===== src/rtl/conv_sequencer_pkg.sv =====
// Shared types and constants for the convolution layer sequencer and its kernel bank.
// Kernel matrices travel as packed structs so they plug straight into conv_control.
package conv_sequencer_pkg;

   localparam int PIXEL_WIDTH_OUT     = 16;
   localparam int MAX_RESOLUTION_BITS = 16;
   localparam int COEFS_PER_KERNEL    = 9;
   localparam int COEF_IDX_W          = $clog2(COEFS_PER_KERNEL);

   typedef struct packed {
      logic [PIXEL_WIDTH_OUT-1:0] p0;
      logic [PIXEL_WIDTH_OUT-1:0] p1;
      logic [PIXEL_WIDTH_OUT-1:0] p2;
   } vector_3;

   typedef struct packed {
      vector_3 vector0;
      vector_3 vector1;
      vector_3 vector2;
   } matrix_3x3;

   typedef enum logic [1:0] {
      IDLE,
      RUN,
      GAP,
      DONE
   } seq_state_t;

   // True on the ninth (final) coefficient slot of a kernel.
   function automatic logic is_last_coef(input logic [COEF_IDX_W-1:0] coef_idx);
      return coef_idx == COEF_IDX_W'(COEFS_PER_KERNEL - 1);
   endfunction

endpackage


===== src/rtl/conv_kernel_bank.sv =====
// Register file of NUM_KERNELS 3x3 kernels: one coefficient write port and one
// asynchronous whole-kernel read port. Coefficients are stored verbatim.
module conv_kernel_bank
   import conv_sequencer_pkg::*;
#(
   parameter int NUM_KERNELS = 2,
   parameter int KIDX_W      = $clog2(NUM_KERNELS) + 1
) (
   input  logic                       clk_i,
   input  logic                       nreset_i,
   input  logic                       wr_en,
   input  logic [KIDX_W-1:0]          wr_kernel,
   input  logic [COEF_IDX_W-1:0]      wr_coef,
   input  logic [PIXEL_WIDTH_OUT-1:0] wr_data,
   input  logic [KIDX_W-1:0]          rd_kernel,
   output matrix_3x3                  rd_data
);

   localparam int AW = (NUM_KERNELS > 1) ? $clog2(NUM_KERNELS) : 1;

   matrix_3x3  bank [NUM_KERNELS];
   logic [AW-1:0] wr_sel;
   logic [AW-1:0] rd_sel;
   logic          wr_in_range;
   logic          rd_in_range;

   assign wr_in_range = wr_kernel < KIDX_W'(NUM_KERNELS);
   assign rd_in_range = rd_kernel < KIDX_W'(NUM_KERNELS);
   assign wr_sel      = wr_kernel[AW-1:0];
   assign rd_sel      = rd_kernel[AW-1:0];

   // Coefficient slot n maps to vector n/3, element n%3.
   always_ff @(posedge clk_i or negedge nreset_i) begin
      if (!nreset_i) begin
         for (int k = 0; k < NUM_KERNELS; k++) begin
            bank[k] <= '0;
         end
      end else if (wr_en && wr_in_range) begin
         case (wr_coef)
            COEF_IDX_W'(0): bank[wr_sel].vector0.p0 <= wr_data;
            COEF_IDX_W'(1): bank[wr_sel].vector0.p1 <= wr_data;
            COEF_IDX_W'(2): bank[wr_sel].vector0.p2 <= wr_data;
            COEF_IDX_W'(3): bank[wr_sel].vector1.p0 <= wr_data;
            COEF_IDX_W'(4): bank[wr_sel].vector1.p1 <= wr_data;
            COEF_IDX_W'(5): bank[wr_sel].vector1.p2 <= wr_data;
            COEF_IDX_W'(6): bank[wr_sel].vector2.p0 <= wr_data;
            COEF_IDX_W'(7): bank[wr_sel].vector2.p1 <= wr_data;
            COEF_IDX_W'(8): bank[wr_sel].vector2.p2 <= wr_data;
            default: ;
         endcase
      end
   end

   assign rd_data = rd_in_range ? bank[rd_sel] : '0;

endmodule


===== src/rtl/conv_sequencer.sv =====
// Layer scheduler in front of conv_control: loads a kernel bank serially, then runs
// conv_control once per kernel, dropping start_cnn_o for a gap between kernels.
module conv_sequencer
   import conv_sequencer_pkg::*;
#(
   parameter int NUM_KERNELS = 2,
   parameter int GAP_CYCLES  = 2
) (
   input  logic                           clk_i,
   input  logic                           nreset_i,
   input  logic                           cfg_valid_i,
   input  logic [PIXEL_WIDTH_OUT-1:0]     cfg_coef_i,
   output logic                           cfg_ready_o,
   output logic                           loaded_o,
   input  logic                           run_i,
   input  logic                           abort_i,
   input  logic [MAX_RESOLUTION_BITS-1:0] frame_px_i,
   input  logic                           conv_px_rdy_i,
   output matrix_3x3                      kernel_o,
   output logic                           start_cnn_o,
   output logic [$clog2(NUM_KERNELS):0]   kernel_idx_o,
   output logic                           busy_o,
   output logic                           layer_done_o,
   output logic                           done_o,
   output logic                           err_o
);

   localparam int KIDX_W = $clog2(NUM_KERNELS) + 1;
   localparam int GAP_W  = $clog2(GAP_CYCLES + 1);
   localparam logic [KIDX_W-1:0] LAST_KERNEL = KIDX_W'(NUM_KERNELS - 1);

   seq_state_t                     state;
   logic [MAX_RESOLUTION_BITS-1:0] frame_px;
   logic [MAX_RESOLUTION_BITS-1:0] px_cnt;
   logic [GAP_W-1:0]               gap_cnt;
   logic [KIDX_W-1:0]              wr_kernel;
   logic [COEF_IDX_W-1:0]          wr_coef;
   logic [KIDX_W-1:0]              rd_kernel;
   matrix_3x3                      rd_data;
   logic                           cfg_wr;

   // cfg_ready_o is only high in IDLE, so an accepted write never races a run.
   assign cfg_wr = cfg_valid_i & cfg_ready_o;

   // Look ahead to the kernel the next RUN will use: bank[0] on a fresh start,
   // bank[idx+1] when leaving GAP.
   assign rd_kernel = (state == GAP) ? kernel_idx_o + KIDX_W'(1) : '0;

   conv_kernel_bank #(
      .NUM_KERNELS (NUM_KERNELS),
      .KIDX_W      (KIDX_W)
   ) u_bank (
      .clk_i     (clk_i),
      .nreset_i  (nreset_i),
      .wr_en     (cfg_wr),
      .wr_kernel (wr_kernel),
      .wr_coef   (wr_coef),
      .wr_data   (cfg_coef_i),
      .rd_kernel (rd_kernel),
      .rd_data   (rd_data)
   );

   // Write pointer and loaded flag; the first slot of kernel 0 starts a reload.
   always_ff @(posedge clk_i or negedge nreset_i) begin
      if (!nreset_i) begin
         wr_kernel <= '0;
         wr_coef   <= '0;
         loaded_o  <= 1'b0;
      end else if (cfg_wr) begin
         if (wr_kernel == '0 && wr_coef == '0) begin
            loaded_o <= 1'b0;
         end
         if (is_last_coef(wr_coef)) begin
            wr_coef <= '0;
            if (wr_kernel == LAST_KERNEL) begin
               wr_kernel <= '0;
               loaded_o  <= 1'b1;
            end else begin
               wr_kernel <= wr_kernel + KIDX_W'(1);
            end
         end else begin
            wr_coef <= wr_coef + COEF_IDX_W'(1);
         end
      end
   end

   // Sequencer FSM with every output registered alongside the state.
   always_ff @(posedge clk_i or negedge nreset_i) begin
      if (!nreset_i) begin
         state        <= IDLE;
         frame_px     <= '0;
         px_cnt       <= '0;
         gap_cnt      <= '0;
         kernel_idx_o <= '0;
         kernel_o     <= '0;
         start_cnn_o  <= 1'b0;
         busy_o       <= 1'b0;
         cfg_ready_o  <= 1'b1;
         layer_done_o <= 1'b0;
         done_o       <= 1'b0;
         err_o        <= 1'b0;
      end else begin
         layer_done_o <= 1'b0;
         done_o       <= 1'b0;
         if (abort_i) begin
            state        <= IDLE;
            px_cnt       <= '0;
            gap_cnt      <= '0;
            kernel_idx_o <= '0;
            start_cnn_o  <= 1'b0;
            busy_o       <= 1'b0;
            cfg_ready_o  <= 1'b1;
         end else begin
            case (state)
               IDLE: begin
                  if (run_i) begin
                     if (loaded_o && frame_px_i != '0) begin
                        state        <= RUN;
                        frame_px     <= frame_px_i;
                        px_cnt       <= '0;
                        kernel_idx_o <= '0;
                        kernel_o     <= rd_data;
                        start_cnn_o  <= 1'b1;
                        busy_o       <= 1'b1;
                        cfg_ready_o  <= 1'b0;
                     end else begin
                        err_o <= 1'b1;
                     end
                  end
               end
               RUN: begin
                  if (conv_px_rdy_i) begin
                     if (px_cnt == frame_px - 1'b1) begin
                        state        <= GAP;
                        px_cnt       <= '0;
                        gap_cnt      <= '0;
                        start_cnn_o  <= 1'b0;
                        layer_done_o <= 1'b1;
                     end else begin
                        px_cnt <= px_cnt + 1'b1;
                     end
                  end
               end
               GAP: begin
                  if (gap_cnt == GAP_W'(GAP_CYCLES - 1)) begin
                     gap_cnt <= '0;
                     if (kernel_idx_o < LAST_KERNEL) begin
                        state        <= RUN;
                        kernel_idx_o <= kernel_idx_o + KIDX_W'(1);
                        kernel_o     <= rd_data;
                        start_cnn_o  <= 1'b1;
                     end else begin
                        state  <= DONE;
                        done_o <= 1'b1;
                     end
                  end else begin
                     gap_cnt <= gap_cnt + GAP_W'(1);
                  end
               end
               DONE: begin
                  state       <= IDLE;
                  busy_o      <= 1'b0;
                  cfg_ready_o <= 1'b1;
               end
               default: begin
                  state       <= IDLE;
                  start_cnn_o <= 1'b0;
                  busy_o      <= 1'b0;
                  cfg_ready_o <= 1'b1;
               end
            endcase
         end
      end
   end

endmodule


===== config.mk =====
export PLATFORM = sky130hd
export DESIGN_NAME = conv_sequencer
export DESIGN_NICKNAME = d
export VERILOG_FILES = /design/src/rtl/conv_sequencer_pkg.sv /design/src/rtl/conv_kernel_bank.sv /design/src/rtl/conv_sequencer.sv
export SDC_FILE = /design/constraint.sdc
export NUM_CORES = 1
export LEC_CHECK = 0
export CORE_UTILIZATION = 61
export CTS_CLUSTER_SIZE = 24
export DETAILED_ROUTE_END_ITERATION = 10
export PLACE_DENSITY_LB_ADDON = 0.08
export SYNTH_ARGS = -nofsm -noshare
export SYNTH_HDL_FRONTEND = slang
export SYNTH_HIERARCHICAL = 1
export SYNTH_SLANG_ARGS = --single-unit
export TNS_END_PERCENT = 5

===== constraint.sdc =====
create_clock -name clk_i -period 5 [get_ports clk_i]
set_input_delay 1 -clock clk_i [delete_from_list [all_inputs] [get_ports clk_i]]
set_output_delay 1 -clock clk_i [all_outputs]
set_load 0.02 [all_outputs]

==> results.md <==
- Post-Syn Nets: 1632
- Crit Path Category: in2reg
- Detailed placement HPWL: 29.57 mm
- Area contributors post-synth: dfrtp_1 56%, mux2_2 23%, mux2i_1 6.7%, nor2_1 3.0%, xnor2_1 0.86%
- Run status: completed
- Power per cell area: 579.1 nW/um^2
- Initial antenna violation count: 0
- Main combinational cell family by area after synthesis: multiplexers
- Clock slew at reported path FFs: 0.06 ns
- Fmax: 0.2746 GHz
- Max-Cap Viols: 0
- Lkg Pwr: 11.57 nW
- Adder-cell share of the synthesized area: 0.002914
- Minimum clock period: 3.642 ns
- Logic pwr share: 0.330
- TritonCTS clock tree: built
- Reg-to-reg endpoint: start_cnn_o
- Reg-to-Reg Start: frame_px[0]
- Htree depth: 2
- First-pass GRT wire length: 75.23 mm
- Design Power: 14.59 mW
- Rows: 68
- I/O pins: 191
- DR DRC count: 0
- Full die area: 35950 um^2
- Leading area contributor after synthesis: dfrtp_1
- Period utilization: 0.7284
- Switching portion of total power: 0.3156
- Routability cong.: 0.8499
- Min-Delay Startpoint: err_o
- Share of layout cells above drive strength 1: 0.3178
- Xor/xnor cell area share of the yosys netlist: 0.01387
- Synth top area share: 0.5617
- Number of detailed-route iterations in the first pass: 5
- Post-Syn Area: 21470 um^2
- Post_cts resized: 0
- Clk buf depth: 3
- Worst endpoint data arrival time: 4.09 ns
- Initial Util: 0.6201
- Worst-margin pin slew: 1.217 ns
- Yosys reg bits: 483
- Final setup vio count: 0
- Fin. Hold Viols: 0
- Final instance area: 25190 um^2
- Mean Syn Cell Area: 13.51 um^2
- Worst setup EP type: register
- Clock power share: 0.238
- Rel. slew slack: 0.1862
- WL final: 46.86 mm
- Simple-Gate Fraction of Synth Area: 0.07127
- Hold Crit Endpoint: err_o
- Crit path launch: frame_px_i[9]
- Avg WL per Cell: 20.99 um
- Async set or reset register ratio after synthesis: 1.000
- Pint: 9.984 mW
- Worst r2r path cells: 9
- Iter 0 DRT Violations: 697
- Setup Buffers After CTS: 0
- Netlist cell types: 64
- Max VDD drop: 0.3875 mV
- WP data required: 5.45 ns
- Vias in the first global route: 13550
- Sw power: 4.605 mW
- Top_reg_cell synth: dfrtp_1
- Core Region: 34630 um^2
- GRT Overall Usage: 0.2697
- Vias/cell: 5.809
- Post-synthesis mux area share: 0.3026
- Post-synthesis sequential area ratio: 0.5630
- Number of buffer cells added on primary ports: 190
- CTS Buf Count: 48
- Min Hold Slack: 0.4758 ns
- Gate count after technology mapping: 1589
- Complex-gate fraction of the synthesized area: 0.01742
- Die Y-Extent: 189.6 um
- Die Wd: 189.6 um
- Via count: 12970
- Critical path peak fanout: 50
- Final setup TNS: 0 ns
- # hold bufs at CTS: 0
- Register-to-register setup slack: 1.91 ns
- Detail Route Antenna Nets: 0
- Largest net degree at the start of global routing: 123
- Clock sinks: 483
- DP Area: 23680 um^2
- Clk_skew: 0.01222 ns
- Total grt overflow: 0
- Worst hold path type: reg2reg
- Ys Warns: 6
- RSZ-0062 raised after global routing: no
- Root buf cell: clkbuf_16
- Number of enable flip-flop cells after synthesis: 0
- Sequential share of power: 0.432
- Slew Viols, Final: 0
- Critical path startpoint category: primary input
- Clock Latency Late Sink: 0.56 ns
- Area grow syn2layout: 17.33%
- # nets final: 1788
- Hold depth: 1
- Diode count: 0
-- critical path, cell delays in order --
cell and delay [ns]:
clkdlybuf4s50_1 0.42, or4_1 0.55, o41ai_2 0.60, or2_1 0.23, nand2_1 0.14, nand2_8 0.34, buf_12 0.32, mux2_2 0.38
-- cells in the mapped netlist, types with 2 or more instances --
library cell / number
clkbuf_1: 45
nand3b_1: 4
and2_1: 4
or4_1: 5
buf_2: 34
o22ai_1: 3
a21o_1: 5
or2_2: 2
a21oi_1: 10
xor2_1: 13
xnor2_1: 21
o21ai_0: 11
nand2_2: 14
and3b_1: 3
a22o_1: 2
nor2b_1: 5
mux2_1: 8
nor4b_4: 2
buf_6: 13
inv_1: 15
nand4_1: 6
nand2_1: 22
ha_1: 5
o21bai_1: 2
mux2_2: 441
or3_1: 5
buf_4: 8
and4b_1: 3
dfrtp_1: 482
nor3b_1: 3
nor3_1: 12
a31oi_1: 6
o211ai_1: 3
and4_1: 3
nor4_1: 5
mux2i_1: 144
nor4_2: 2
nor3b_2: 2
nand2b_1: 6
nor2_1: 174
nand3_1: 13
-- logic make-up after synthesis --
group | after synthesis
mux | 593
flops | 483
simple gates | 305
buf+inv | 117
compound gates | 52
xor+xnor | 34
fa+ha+maj | 5
-- cell type report --
| class | instances | area [um^2] |
|---|---|---|
| Clock inverter | 14 | 127.6 |
| Timing Repair Buffer | 208 | 2180 |
| Clock buffer | 69 | 1381 |
| Tap cell | 455 | 569.3 |
| Inverter | 15 | 56.30 |
| Fill cell | 2364 | 9435 |
| Sequential cell | 483 | 12090 |
| Multi-Input combinational cell | 989 | 8791 |
-- stage by stage --
step	util	cells	worst slack, ns
floorplan	-	1589	1.882
global placement	0.6840	2150	0.8363
detailed placement	0.6840	2150	0.7752
CTS	0.7275	2233	1.360
global route	0.7275	2233	1.201
finish	0.7275	2233	1.358
-- routing by layer --
layer  track usage  part of all wire  up-vias
li1              -                 -     5883
met1        0.3804              0.46     6755
met2        0.4377              0.48      254
met3       0.03671             0.037       80
met4       0.08189             0.026        0
met5             0                 0        -
-- power by group through the flow --
stage / clock network, mW / registers, mW / logic (mW)
floorplan: 0 / 6.55 / 2.92
global placement: 0 / 6.26 / 4.67
detailed placement: 0 / 6.35 / 4.82
CTS: 3.54 / 6.30 / 4.86
global route: 3.70 / 6.48 / 5.22
finish: 3.47 / 6.30 / 4.82
-- cells in the final DEF (no fill, tap or decap), types with 10 or more instances in the layout --
cell               n
dfrtp_1          482
mux2_2           441
clkdlybuf4s50_1  189
nor2_1           172
mux2i_1          144
clkbuf_16         49
nand2_1           22
xnor2_1           21
inv_1             15
xor2_1            13
nand3_1           13
nand2_2           13
nor3_1            12
clkbuf_1          12
o21ai_0           11
buf_12            11
a21oi_1           10
clkinv_2          10
-- how the worst max path moves through the flow --
stage / depth (start not counted) / end
floorplan: 8 / kernel_o[105]
global placement: 8 / kernel_o[66]
detailed placement: 8 / kernel_o[61]
CTS: 8 / kernel_o[93]
global route: 8 / kernel_o[61]
finish: 8 / kernel_o[82]
Power figures use the tool's default switching activity.
